<file path="src/rtl/usr_deser_pkg.sv">
// Shared constants and helpers for the serial-to-parallel receiver.
package usr_deser_pkg;

    localparam bit BIT_ORDER_MSB_FIRST = 1'b1;
    localparam bit BIT_ORDER_LSB_FIRST = 1'b0;

    // Bit counter width: ceil(log2(n)), never less than one bit.
    function automatic int cnt_width(input int n);
        int w;
        w = 0;
        for (int i = 0; i < 32; i++) begin
            if ((1 << w) < n) w = w + 1;
        end
        return (w < 1) ? 1 : w;
    endfunction

    typedef enum logic {
        BUF_EMPTY = 1'b0,
        BUF_FULL  = 1'b1
    } buf_state_t;

endpackage

</file>
<file path="src/rtl/usr_deser_sipo_core.sv">
// Shift register plus bit counter; flags the cycle on which the Nth bit completes a word.
module usr_sipo_core
    import usr_deser_pkg::*;
#(
    parameter int N         = 4,
    parameter bit MSB_FIRST = 1'b1,
    parameter int CW        = cnt_width(N)
) (
    input  logic          clk,
    input  logic          rst,
    input  logic          S_in,
    input  logic          S_vld,
    input  logic          S_clr,
    output logic [N-1:0]  word,
    output logic          done,
    output logic [CW-1:0] cnt
);

    logic [N-1:0] s_reg;
    logic [N-1:0] shifted;
    logic         accept;
    logic         last;

    generate
        if (MSB_FIRST == BIT_ORDER_MSB_FIRST) begin : g_msb
            assign shifted = {s_reg[N-2:0], S_in};
        end else begin : g_lsb
            assign shifted = {S_in, s_reg[N-1:1]};
        end
    endgenerate

    assign accept = S_vld && !S_clr;
    assign last   = (cnt == CW'(N - 1));
    // The word is the shifted value including the current bit, so it is ready on the same edge.
    assign word   = shifted;
    assign done   = accept && last;

    always_ff @(posedge clk or negedge rst) begin
        if (!rst) begin
            s_reg <= '0;
            cnt   <= '0;
        end else if (S_clr) begin
            s_reg <= '0;
            cnt   <= '0;
        end else if (accept) begin
            s_reg <= shifted;
            cnt   <= last ? '0 : cnt + CW'(1);
        end
    end

endmodule

</file>
<file path="src/rtl/usr_deser.sv">
// Serial-to-parallel receiver: SIPO core feeding a one-deep valid/ready output buffer.
//
//   state     | meaning
//   BUF_EMPTY | no unconsumed word, D_vld=0
//   BUF_FULL  | D_out holds an unconsumed word, D_vld=1
module usr_deser
    import usr_deser_pkg::*;
#(
    parameter int N         = 4,
    parameter bit MSB_FIRST = 1'b1
) (
    input  logic         clk,
    input  logic         rst,
    input  logic         S_in,
    input  logic         S_vld,
    input  logic         S_clr,
    output logic [N-1:0] D_out,
    output logic         D_vld,
    input  logic         D_rdy,
    output logic         busy,
    output logic         ovf
);

    localparam int CW = cnt_width(N);

    buf_state_t    state, state_nxt;
    logic [N-1:0]  word;
    logic          done;
    logic [CW-1:0] cnt;
    logic          load;
    logic          ovf_set;

    usr_sipo_core #(
        .N         (N),
        .MSB_FIRST (MSB_FIRST),
        .CW        (CW)
    ) u_core (
        .clk   (clk),
        .rst   (rst),
        .S_in  (S_in),
        .S_vld (S_vld),
        .S_clr (S_clr),
        .word  (word),
        .done  (done),
        .cnt   (cnt)
    );

    always_ff @(posedge clk or negedge rst) begin
        if (!rst) begin
            state <= BUF_EMPTY;
        end else begin
            state <= state_nxt;
        end
    end

    always_comb begin
        state_nxt = state;
        load      = 1'b0;
        ovf_set   = 1'b0;
        case (state)
            BUF_EMPTY: begin
                if (done) begin
                    load      = 1'b1;
                    state_nxt = BUF_FULL;
                end
            end
            BUF_FULL: begin
                // A completion with a pop replaces the word in place; without a pop it is lost.
                if (done) begin
                    if (D_rdy) load    = 1'b1;
                    else       ovf_set = 1'b1;
                end else if (D_rdy) begin
                    state_nxt = BUF_EMPTY;
                end
            end
            default: state_nxt = BUF_EMPTY;
        endcase
    end

    always_ff @(posedge clk or negedge rst) begin
        if (!rst) begin
            D_out <= '0;
        end else if (load) begin
            D_out <= word;
        end
    end

    always_ff @(posedge clk or negedge rst) begin
        if (!rst) begin
            ovf <= 1'b0;
        end else if (S_clr) begin
            ovf <= 1'b0;
        end else if (ovf_set) begin
            ovf <= 1'b1;
        end
    end

    assign D_vld = (state == BUF_FULL);
    assign busy  = (cnt != '0);

endmodule
</file>
<file path="config.mk">
export PLATFORM = sky130hd
export DESIGN_NAME = usr_deser
export DESIGN_NICKNAME = d
export VERILOG_FILES = /design/src/rtl/usr_deser_pkg.sv /design/src/rtl/usr_deser_sipo_core.sv /design/src/rtl/usr_deser.sv
export SDC_FILE = /design/constraint.sdc
export NUM_CORES = 1
export LEC_CHECK = 0
export BUFFER_PORTS_ARGS = -buffer_cell sky130_fd_sc_hd__buf_4
export CORE_AREA = 2 2 39 41
export CTS_CLUSTER_DIAMETER = 50
export CTS_CLUSTER_SIZE = 28
export DETAILED_ROUTE_END_ITERATION = 8
export DIE_AREA = 0 0 41 43
export PLACE_DENSITY_LB_ADDON = 0.08
export SLEW_MARGIN = 20
export SYNTH_ARGS = -nofsm -noshare
export SYNTH_HDL_FRONTEND = slang
export SYNTH_SLANG_ARGS = --single-unit
</file>
<file path="constraint.sdc">
create_clock -name clk -period 2 [get_ports clk]
set_input_delay 0.1 -clock clk [delete_from_list [all_inputs] [get_ports clk]]
set_output_delay 0.1 -clock clk [all_outputs]
set_load 0.02 [all_outputs]
</file>
[After elaboration in Yosys (flattened, before gate mapping)]
Cells that the tools add are included.
Storage, ports and cells
  bits in registers: 11
  input port bits: 6
Cells by class
  reduce and logical (&&, ||, !) cells: 6
  mux-type cells: 16
  bitwise operators: 1
  $add $sub $neg: 1
  equal/unequal tests: 1
Operators by type and width (count)
  2-to-1 mux 1 bit: 9
  2-to-1 mux 2 bit: 3
  2-to-1 mux 3 bit: 2
  nonzero test 2 bit: 3
  one-hot mux 1 bit (2 select lines): 2
  adder 2 x 1 -> 2 bit, second input constant: 1
  equality test 2 bit, second input constant: 1
  logical AND 1 bit: 2
  logical NOT 1 bit: 1
  inverter 1 bit: 1

[Longest topological paths before layout]
  depth after elaboration: 7
  mapped depth: 4
  depth with buffers taken out: 4

[Hierarchy]
A second synthesis with hierarchy kept.
Second synthesis, totals
  cell total of the unflattened synthesis: 38
  area, all modules: 505.5 µm²
Modules (own cells, without submodules)
  usr_deser: instances 1, area an instance 262.8 µm², cells each 17
  usr_sipo_core: instances 1, area an instance 242.7 µm², cells each 21

[Worst setup path after synthesis]
OpenSTA, ideal clock, no wires.
  path type: reg2reg
  from: register u_core.cnt[0]
  to: register D_out[0]
  data arrival time: 1.212 ns
  period minus slack after synthesis: 1.337 ns
  path buffers: 0
  cell stages (with the launch flop): 5
  path slack: 0.663 ns
  cell sequence: dfrtp_1 ha_1 nand2_4 nor3_4 mux2_2
Between the ends
  cells in the longest elaborated chain, start to end: 4
  elaborated cells between the ends (all ways): 5
  those cells by class: eq/ne: 1; mux: 3; reduce/logical: 1
Ends and longest elaborated chain
  start, declared: line usr_deser_sipo_core.sv:16  | output logic [CW-1:0] cnt
  start signal, assigned: line usr_deser_sipo_core.sv:47  | cnt <= last ? '0 : cnt + CW'(1);
  equality test 2 bit *: line usr_deser_sipo_core.sv:33  | assign last = (cnt == CW'(N - 1));
  logical AND 1 bit *: line usr_deser_sipo_core.sv:36  | assign done = accept && last;
  2-to-1 mux 1 bit, on equally long branches: line usr_deser.sv:69, usr_deser.sv:62
  one-hot mux 1 bit (2 select lines) *: line usr_deser.sv:60  | case (state)
  end signal, assigned: line usr_deser.sv:84  | D_out <= word;
  end, declared: line usr_deser.sv:17  | output logic [N-1:0] D_out,
Mark *: on every way between the ends. The rest lies on a longest branch, timed or not.
A chain may end at the register's enable or synchronous reset.

[Final worst setup path]
  from: register u_core.cnt[0]
  to: register D_out[3]
Same word-level chain as after synthesis.

==> flow_summary.toml <==
[routing]
wire_per_inst_um = 13.2
drt_iter0_markers = 1
dr_total_vias = 323
drt_first_pass_iters = 2
via_per_inst = 4.61
totalWireLength_um = 924
ant_nets = 0
remaining_drc_errors = 0

[finish]
utilization = 0.453
nNetsFinal = 63
num_antenna_cells = 0
nFillCells = 131
drive_above_1_share = 0.389
largest_register_ffs = 4
stdcell_count = 70
area_delta_synth_final_pct = 26.2

[grt]
grt_pass1_wl_um = 1490
grt_max_degree = 12
antenna_found_initial = 0
grt_pass1_vias = 354
overflow = 0
grt_usage = 0.128

[worst_setup_path]
crit_path_start_kind = "register"
cp_max_fo = 4
worstPathArrival_ps = 1600
rrSetupSlack_ps = 540
r2r-end = "D_out[3]$_DFFE_PN0P_"
r2r-start = "u_core.cnt[0]$_DFFE_PN0P_"
cp.required_ps = 2150
end_kind = "register"
critical_path_class = "reg -> reg"
r2r_cells = 4

[logic_synthesis]
synth_area_um2 = 497
synth_common_cells = "dfrtp_1, nor2_1, mux2i_1"
synth_top_area_share = 0.554
syn_area_per_cell_um2 = 12.7
synth_cell_types = 13
ys_ff_latch = 11
yosysWarnings = 0
synth_fp_nets = 47
synthArstFlopShare = 1.00
yosysMostFrequentCell = "dfrtp_1"
synth_largest_area_cell = "dfrtp_1"
synthCells = 39
synth-main-ff-cell = "dfrtp_1"
synth-edff-count = 0
seq_area_frac_synth = 0.554
ys_top_cells_by_area = "dfrtp_1, mux2i_1, mux2_2, nor2_1, ha_1"

[placed_design]
dp_hpwl_um = 688
gp_congestion = 0.647
port_buffers = 12
dpl.cell_count = 65

[sta]
rsz0062_at_grt = "false"
worst_pin_slew_ps = 312
finalHoldViolations = 0
finClkSkew_ps = 1.80
slew_viol_final = 0
max_freq_mhz = 687
post-route-min-period_ps = 1460
finalCritPeriodShare = 0.728
timing.hold.ws_ps = 77.6
fin_tns_setup_ps = 0
maxSlewHeadroom = 0.792
setup_viol = 0

[clock_tree]
cts-root-buf = "clkbuf_4"
cts.path.max_buffers = 2
clkTransAtPathRegs_ps = 70
cts_resized = 0
clkLatencyLatePin_ps = 260
numCtsBuffers = 3
cts_htree_levels = 1
clkSinkCount = 11
cts_tree = "done"
post-cts-setup-buffers = 0

[floorplanning]
ioPinCount = 13
core_area_um2 = 1380
dieArea_um2 = 1760
die_width_um = 41
rows = 14
die_y_um = 43
start_util = 0.359

[run_status]
outcome = "complete, no violations"

[job]
cap_violations = 0

[power_and_ir_drop]
p_leak_uw = 0.000338
peakVddDrop_mv = 0.391
p_per_area_nw_per_um2 = 736

[hold_path]
hp-start = "S_clr"
hold_depth = 2
hold-path-endpoint = "u_core.cnt[1]$_DFFE_PN0P_"
hold_class = "in -> reg"
[how the worst max path moves through the flow]
stage | from | endpoint | slack, ps
6_report | u_core.cnt[0]$_DFFE_PN0P_ | D_out[3]$_DFFE_PN0P_ | 540
2_1_floorplan | u_core.cnt[0]$_DFFE_PN0P_ | D_out[0]$_DFFE_PN0P_ | 660
3_3_place_gp | u_core.cnt[0]$_DFFE_PN0P_ | D_out[3]$_DFFE_PN0P_ | 610
5_1_grt | u_core.cnt[0]$_DFFE_PN0P_ | D_out[3]$_DFFE_PN0P_ | 470
4_1_cts | u_core.cnt[0]$_DFFE_PN0P_ | D_out[3]$_DFFE_PN0P_ | 540
3_5_place_dp | u_core.cnt[0]$_DFFE_PN0P_ | D_out[1]$_DFFE_PN0P_ | 550
[metrics by stage]
step                setup WS (ps)  total power, µW  cell area (µm²)
CTS                           544              466              627
global route                  467              485              627
floorplan                     663              287              497
finish                        544              461              627
global placement              607              315              591
detailed placement            554              318              591
[metal layers]
layer	vias up	global-route usage	share of wire
met1	153	0.158	0.43
met2	10	0.200	0.49
met3	2	0.0157	0.064
li1	158	-	-
met4	0	0.0800	0.011
met5	-	0	0
[area by class of cell]
class	count	area, µm²	area share
Sequential cell	11	275	0.439
Timing Repair Buffer	13	100	0.160
Inverter	3	11.3	0.0180
Multi-Input combinational cell	23	194	0.309
Tap cell	16	20.0	0.0319
Clock buffer	4	26.3	0.0419
[layout by cell type (no fill, tap or decap)]
cell type and instances:
a31oi_1 1, buf_4 12, clkbuf_1 1, clkbuf_4 3
dfrtp_1 11, dlygate4sd3_1 1, ha_1 2, inv_1 3
mux2_2 4, mux2i_1 5, nand2_4 1, nor2_1 7
nor2b_1 1, nor3_4 1, o21bai_1 1
[logic make-up (layout without fill, tap and decap cells)]
| kind of cell | Yosys count | count (layout) | share of synthesized area |
|---|---|---|---|
| adder cells (fa/ha/maj) | 2 | 2 | 0.0504 |
| multiplexers | 9 | 9 | 0.191 |
| buffers and inverters | 5 | 20 | 0.0554 |
| AND/OR/NAND/NOR | 10 | 10 | 0.121 |
| flip-flops | 11 | 11 | 0.554 |
| AO/OA/AOI/OAI | 2 | 2 | 0.0277 |
[critical path: stages, from the launching register on]
cell	delay (ps)
dfrtp_1	390
ha_1	250
nand2_4	70
nor3_4	260
mux2_2	380
[report_power, final]
| group | leakage (µW) | internal [µW] | switching [µW] |
|---|---|---|---|
| combinational | 0.000173 | 33.6 | 37.7 |
| clock | 0.0000150 | 77.1 | 70.2 |
| sequential | 0.000150 | 234 | 8.36 |
[what timing repair did]
item | CTS | global route
setup endpoints to repair | 0 | 0
hold endpoints to repair | 11 | 0
hold buffers | 1 | 0
No activity file was read; power rests on OpenSTA's default activity.
